### config.mk
export PLATFORM = sky130hd
export DESIGN_NAME = z80fi_insn_capture
export DESIGN_NICKNAME = d
export VERILOG_FILES = /design/src/rtl/z80fi_insn_capture.sv
export SDC_FILE = /design/constraint.sdc
export NUM_CORES = 1
export LEC_CHECK = 0
export CAP_MARGIN = 5
export CORE_UTILIZATION = 55
export CTS_CLUSTER_DIAMETER = 80
export DETAILED_ROUTE_END_ITERATION = 8
export PLACE_DENSITY_LB_ADDON = 0.25
export SETUP_SLACK_MARGIN = 0.15
export SYNTH_ARGS = -nofsm -noshare
export SYNTH_HDL_FRONTEND = slang
export SYNTH_SLANG_ARGS = --single-unit
export TNS_END_PERCENT = 10
### constraint.sdc
create_clock -name clk -period 3 [get_ports clk]
set_input_delay 0.6 -clock clk [delete_from_list [all_inputs] [get_ports clk]]
set_output_delay 0.6 -clock clk [all_outputs]
set_load 0.02 [all_outputs]
### src/rtl/z80fi_insn_capture.sv
// Z80FI capture stage: folds the retire-time event stream into one z80fi packet
// per instruction (bytes, length, register snapshots, up to two memory writes).
module z80fi_insn_capture #(
  parameter int MAX_LEN = 4
) (
  input  logic                 clk,
  input  logic                 reset_n,
  input  logic                 insn_start,
  input  logic                 insn_done,
  input  logic                 fetch_valid,
  input  logic [7:0]           fetch_data,
  input  logic                 mem_wr_valid,
  input  logic [15:0]          mem_wr_addr,
  input  logic [7:0]           mem_wr_data,
  input  logic [15:0]          reg_bc,
  input  logic [15:0]          reg_de,
  input  logic [15:0]          reg_hl,
  input  logic [15:0]          reg_sp,
  input  logic [15:0]          reg_ip,
  output logic                 z80fi_valid,
  output logic [8*MAX_LEN-1:0] z80fi_insn,
  output logic [2:0]           z80fi_insn_len,
  output logic [15:0]          z80fi_reg_bc_in,
  output logic [15:0]          z80fi_reg_de_in,
  output logic [15:0]          z80fi_reg_hl_in,
  output logic [15:0]          z80fi_reg_sp_in,
  output logic [15:0]          z80fi_reg_ip_in,
  output logic [15:0]          z80fi_reg_bc_out,
  output logic [15:0]          z80fi_reg_de_out,
  output logic [15:0]          z80fi_reg_hl_out,
  output logic [15:0]          z80fi_reg_sp_out,
  output logic [15:0]          z80fi_reg_ip_out,
  output logic                 z80fi_mem_wr,
  output logic                 z80fi_mem_wr2,
  output logic [15:0]          z80fi_bus_waddr,
  output logic [7:0]           z80fi_bus_wdata,
  output logic [15:0]          z80fi_bus_waddr2,
  output logic [7:0]           z80fi_bus_wdata2,
  output logic                 z80fi_overflow,
  output logic                 z80fi_abort
);

  localparam int IW = 8 * MAX_LEN;

  typedef enum logic {
    IDLE,
    CAPTURE
  } state_t;

  typedef struct packed {
    logic [15:0] bc;
    logic [15:0] de;
    logic [15:0] hl;
    logic [15:0] sp;
    logic [15:0] ip;
  } regs_t;

  typedef struct packed {
    logic [IW-1:0] bytes;
    logic [2:0]    cnt;
    logic [1:0]    wcnt;
    logic          ovf;
    logic [15:0]   waddr;
    logic [7:0]    wdata;
    logic [15:0]   waddr2;
    logic [7:0]    wdata2;
    regs_t         rin;
  } cap_t;

  state_t state_q, state_d;
  cap_t   cap_q, cap_d, pkt_src;
  regs_t  live_regs;
  logic   emit, abort_d;

  assign live_regs = '{bc: reg_bc, de: reg_de, hl: reg_hl, sp: reg_sp, ip: reg_ip};

  // Next-state and capture update. When insn_start coincides with insn_done, this
  // cycle's fetch/write belong to the new instruction, so the retiring packet is
  // taken from the untouched old capture.
  // NOTE: every combinational output gets a default first so no path infers a latch.
  always_comb begin
    state_d = state_q;
    cap_d   = cap_q;
    emit    = 1'b0;
    abort_d = 1'b0;

    if (insn_start) begin
      cap_d     = '0;
      cap_d.rin = live_regs;
    end

    if (insn_start || state_q == CAPTURE) begin
      if (fetch_valid) begin
        if (cap_d.cnt < 3'(MAX_LEN)) begin
          for (int k = 0; k < MAX_LEN; k++) begin
            if (cap_d.cnt == 3'(k)) cap_d.bytes[8*k +: 8] = fetch_data;
          end
          cap_d.cnt = cap_d.cnt + 3'd1;
        end else begin
          cap_d.ovf = 1'b1;
        end
      end
      if (mem_wr_valid) begin
        case (cap_d.wcnt)
          2'd0: begin
            cap_d.waddr = mem_wr_addr;
            cap_d.wdata = mem_wr_data;
            cap_d.wcnt  = 2'd1;
          end
          2'd1: begin
            cap_d.waddr2 = mem_wr_addr;
            cap_d.wdata2 = mem_wr_data;
            cap_d.wcnt   = 2'd2;
          end
          default: cap_d.ovf = 1'b1;
        endcase
      end
    end

    pkt_src = insn_start ? cap_q : cap_d;

    case (state_q)
      IDLE: begin
        if (insn_start) state_d = CAPTURE;
      end
      CAPTURE: begin
        emit    = insn_done;
        abort_d = insn_start && !insn_done;
        if (insn_done && !insn_start) state_d = IDLE;
      end
      default: state_d = IDLE;
    endcase
  end

  // NOTE: sequential state uses non-blocking assignments so every register samples
  // pre-edge values regardless of statement order.
  // NOTE: everything, including the byte buffer, is asynchronously cleared because
  // unused slots and unwritten records must read 0 straight out of reset.
  always_ff @(posedge clk or negedge reset_n) begin
    if (!reset_n) begin
      state_q <= IDLE;
      cap_q   <= '0;
    end else begin
      state_q <= state_d;
      cap_q   <= cap_d;
    end
  end

  always_ff @(posedge clk or negedge reset_n) begin
    if (!reset_n) begin
      z80fi_valid      <= 1'b0;
      z80fi_abort      <= 1'b0;
      z80fi_insn       <= '0;
      z80fi_insn_len   <= '0;
      z80fi_reg_bc_in  <= '0;
      z80fi_reg_de_in  <= '0;
      z80fi_reg_hl_in  <= '0;
      z80fi_reg_sp_in  <= '0;
      z80fi_reg_ip_in  <= '0;
      z80fi_reg_bc_out <= '0;
      z80fi_reg_de_out <= '0;
      z80fi_reg_hl_out <= '0;
      z80fi_reg_sp_out <= '0;
      z80fi_reg_ip_out <= '0;
      z80fi_mem_wr     <= 1'b0;
      z80fi_mem_wr2    <= 1'b0;
      z80fi_bus_waddr  <= '0;
      z80fi_bus_wdata  <= '0;
      z80fi_bus_waddr2 <= '0;
      z80fi_bus_wdata2 <= '0;
      z80fi_overflow   <= 1'b0;
    end else begin
      z80fi_valid <= emit;
      z80fi_abort <= abort_d;
      // Packet fields hold between packets.
      if (emit) begin
        z80fi_insn       <= pkt_src.bytes;
        z80fi_insn_len   <= pkt_src.cnt;
        z80fi_reg_bc_in  <= pkt_src.rin.bc;
        z80fi_reg_de_in  <= pkt_src.rin.de;
        z80fi_reg_hl_in  <= pkt_src.rin.hl;
        z80fi_reg_sp_in  <= pkt_src.rin.sp;
        z80fi_reg_ip_in  <= pkt_src.rin.ip;
        z80fi_reg_bc_out <= live_regs.bc;
        z80fi_reg_de_out <= live_regs.de;
        z80fi_reg_hl_out <= live_regs.hl;
        z80fi_reg_sp_out <= live_regs.sp;
        z80fi_reg_ip_out <= live_regs.ip;
        z80fi_mem_wr     <= pkt_src.wcnt != 2'd0;
        z80fi_mem_wr2    <= pkt_src.wcnt == 2'd2;
        z80fi_bus_waddr  <= pkt_src.waddr;
        z80fi_bus_wdata  <= pkt_src.wdata;
        z80fi_bus_waddr2 <= pkt_src.waddr2;
        z80fi_bus_wdata2 <= pkt_src.wdata2;
        z80fi_overflow   <= pkt_src.ovf;
      end
    end
  end

endmodule
After elaboration in Yosys (flattened, before gate mapping)

Index checks and enable logic that the tools add are counted.

Input bits: 118
Word-level logic and storage cells: 73
Output and inout port bits: 248
Flip-flop bits (word level): 415

$add $sub $neg: 1
Magnitude comparators: 1
Muxes and demuxes: 21
Bitwise logic cells: 1
Reductions and logical operators: 9
Equality and inequality tests: 5

Operators with widths:

| operator              | number |
|---|---|
| $mux W166             | 2 |
| $mux W86              | 1 |
| $mux W35              | 2 |
| $mux W51              | 1 |
| $mux W24              | 2 |
| $mux W8               | 4 |
| $mux W1               | 7 |
| $eq A3 B2 Y1 const B  | 2 |
| $pmux W2 S2           | 1 |
| $add A3 B1 Y3 const B | 1 |
| $eq A3 B1 Y1 const B  | 1 |
| $logic_not A3 Y1      | 1 |
| $lt A3 B3 Y1 const B  | 1 |
| $eq A2 B1 Y1 const B  | 1 |
| $eq A2 B2 Y1 const B  | 1 |
| $logic_and A1 B1 Y1   | 2 |
| $logic_not A1 Y1      | 2 |
| $logic_not A2 Y1      | 1 |
| $pmux W1 S2           | 1 |
| $reduce_bool A2 Y1    | 1 |
| $reduce_or A2 Y1      | 1 |
| $logic_or A1 B1 Y1    | 1 |
| $not A1 Y1            | 1 |

Logic depth before layout (Yosys ltp)

Depth in word-level cells: 9
Depth in mapped cells: 9

Worst setup path before layout

No wires, ideal clock.

Path type: input -> register
From: in insn_start
To: reg cap_q[158] in the netlist's numbering
Arrival: 2142 ps
Setup slack: 733 ps
Cell stages on the path: 9
Buffers on the path: 3
Setup time: 125 ps
Required time: 2875 ps
Cells stage by stage: buf_6 > clkbuf_1 > nand2b_1 > inv_1 > ha_1 > and2_1 > buf_2 > o21ai_4 > mux2_2

RTL lines:

| what                 | RTL line | source |
|---|---|---|
| start, declared      | 8        | `input logic insn_start,` |
| end signal, assigned | 145      | `cap_q <= cap_d;` |
| end, declared        | 71       | `cap_t cap_q, cap_d, pkt_src;` |

Worst setup path after layout

From: reg z80fi_bus_wdata[2]
To: out z80fi_bus_wdata[2]

RTL lines:

| what                   | RTL line | source |
|---|---|---|
| start, declared        | 36       | `output logic [7:0] z80fi_bus_wdata,` |
| start signal, assigned | 192      | `z80fi_bus_wdata <= pkt_src.wdata;` |

No word-level cell between the ends.

==> metrics <==
Leak Pwr 10.40 nW; element type at the critical path end output pin; Antenna Nets Post-Route 0; Worst Path Required 2400 ps; Starting DRT DRC Count between 1000 and 1500; largest net degree at the start of global routing 102; power density over the cells just under 700 nW/um^2; drt total wl 45900 um; vias 13380; fraction of layout cells with a size suffix above 1 13.01%; IO buf count around 370; Tightest Hold Check Type in2async; Final Critical Period about 2200 ps; final setup fails 0; Clock Pin Slew Worst Setup and Hold Paths 60 ps; Pwr Total 15.29 mW; H-tree depth 2; root buffer cell clkbuf_16; gr ovfl total 0; Total GRT Usage ~29%; final period utilization 72.48%; Placeable Area 30590 um^2; Top Family by Delay on Critical Path buffers and inverters; Remaining DRCs 0; CP Data Arrival Time around 1600 ps; Setup Skew 15.03 ps; Slew @ Worst Pin 1166 ps; clk_lat worst skew 530 ps; vias in the first global route 13280; Initial Utilization between 50% and 60%; vias per cell about 5.6; Top Ports between 300 and 400; worst-path maximum fanout 2; die area 31870 um^2; CP cell instances clkdlybuf4s50_1; CTS tree built; wire per inst ~19 um; Site Rows 64; Pre-Repair DR Iteration Count 5; Slowest cell on crit path clkdlybuf4s50_1; Yosys cell types 49; post-synth top area cell dfrtp_1; Regs by FF count cap_q (166), z80fi_insn (32); dpl cells 2304; Final #Nets around 2100; Post-Syn Area 17140 um^2; max_slew headroom 21.96%; Crit Path Category reg2out; fin. max-slew vios 0; GPL Wtd Cong 0.8438; Area Growth Syn to Fin 31.35%; VDD IR max 0.3926 mV; syn nets 1741; sequential fraction of the synthesis area 60.60%; Reg2Reg Setup Slack 830 ps; cts hold-fix bufs 0; maxcap violations 0; #FFs+latches synth 415; Final Hold Viols 0; Inserted Diodes 0; Die Wd 178.5 um; CP startpoint kind flop; final setup TNS 0 ps; final non-filler cell total roughly 2400; hold slack between 80 and 90 ps; max reg flops approximately 170; Worst Path Buf+Inv 1; YS warnings 0; Finished Core Util 73.58%; asr flop ratio synth 100.0%; Syn Inst Count 1620; Largest Register cap_q; Max Root-Sink Buffers 3; Post-CTS Setup Bufs 0; RSZ-0062 raised after global routing no; CP peak stage delay 630 ps; first-pass GRT wire length 71700 um; top cell type's share of synthesized area between 60% and 70%; top_reg_cell synth dfrtp_1; Chip Height 178.5 um; CTS resizes 0; synthesized area per cell between 10 and 15 um^2; clock sink count between 400 and 500; status completed; Post-synth EDFFs 0; initial antenna violation count 0; dominant cells by area after synthesis dfrtp_1, nand2_1, mux2_2; CTS Buf Count 44; Achievable Freq between 400 and 500 MHz; dpl hpwl between 20000 and 30000 um
-- through the flow --
step	instance area (um^2)	setup WS [ps]
2_1_floorplan	17140	732.8
3_3_place_gp	21100	610.3
3_5_place_dp	21100	544.8
4_1_cts	22510	817.7
5_1_grt	22510	752.0
6_report	22510	825.7
-- worst register-to-register path, cell delays in order, from the launching register on --
cell     delay (ps)
dfrtp_1         510
nor3b_2         240
o21ai_4         880
mux2_2          440
-- layer usage --
| layer | share of wire (%) | global-route usage [%] | up-vias | wire, um |
|---|---|---|---|---|
| met4 | 2.5 | 8.192 | 0 | 1128 |
| li1 | - | - | 6056 | - |
| met1 | 41 | 38.58 | 6702 | 18810 |
| met5 | 0 | 0 | - | 0 |
| met2 | 49 | 47.06 | 549 | 22630 |
| met3 | 7.3 | 5.222 | 76 | 3338 |
-- power breakdown --
| part | internal, mW | switching, mW | leakage [nW] | total, mW |
|---|---|---|---|---|
| combinational | 1.50 | 1.83 | 4.58 | 3.33 |
| clock | 3.16 | 2.12 | 0.696 | 5.28 |
| sequential | 6.28 | 0.401 | 5.12 | 6.68 |
-- cells by family (layout without fill, tap and decap cells) --
group,Yosys count,after routing,share of synthesized area (%)
adders and majority gates,3,3,0.2191
DFF,415,415,60.60
and+or+nand+nor,654,654,15.99
AOI/OAI and AO/OA,288,288,10.08
xor gates and xnor gates,2,2,0.1022
muxes,136,136,9.353
buffers and inverters,122,485,3.658
-- path summary, 6_finish.rpt --
path / from / endpoint / depth (start not counted)
min: reset_n / z80fi_reg_ip_out[3] / 1
max in group asynchronous: reset_n / z80fi_insn[9] / 2
min in group clk: cap_q[57] / z80fi_reg_de_in[9] / 2
max: z80fi_bus_wdata[2] / z80fi_bus_wdata[2] / 1
min reg2reg: cap_q[57] / z80fi_reg_de_in[9] / 2
max reg2reg: state_q / cap_q[107] / 3
-- layout make-up --
class / count / area, um^2
clock inverters: 12 / 118.9
repair buffers: 401 / 4043
well taps: 396 / 495.5
inverters: 9 / 41.29
multi-input cells: 1083 / 6132
flip-flops and latches: 415 / 10390
clock buffers: 63 / 1294
fillers: 2058 / 8080
-- synthesized netlist by cell type (2+ instances only) --
| master | number |
|---|---|
| o21ai_4 | 3 |
| xnor2_1 | 2 |
| o21ai_0 | 83 |
| o22ai_1 | 3 |
| nor3b_1 | 2 |
| o21ai_1 | 4 |
| ha_1 | 3 |
| a21oi_1 | 80 |
| inv_1 | 8 |
| a31oi_1 | 81 |
| nand3_1 | 2 |
| nand3b_1 | 2 |
| and2_1 | 4 |
| nand4bb_1 | 2 |
| and3_1 | 2 |
| buf_2 | 47 |
| nor2b_1 | 58 |
| buf_1 | 7 |
| o21a_1 | 2 |
| clkbuf_1 | 38 |
| buf_4 | 11 |
| buf_6 | 9 |
| dfrtp_1 | 415 |
| nand2_1 | 486 |
| mux2_2 | 117 |
| nor2_1 | 84 |
| a22o_1 | 25 |
| mux2_4 | 19 |
-- layout by cell type (no fill, tap or decap), types with 25 or more instances in the layout --
cell type,n
a21oi_1,80
a31oi_1,81
clkdlybuf4s50_1,363
nor2b_1,58
dfrtp_1,415
a22o_1,25
nor2_1,84
mux2_2,117
clkbuf_16,45
buf_4,27
nand2_1,485
o21ai_0,83
Power figures use the tool's default switching activity.
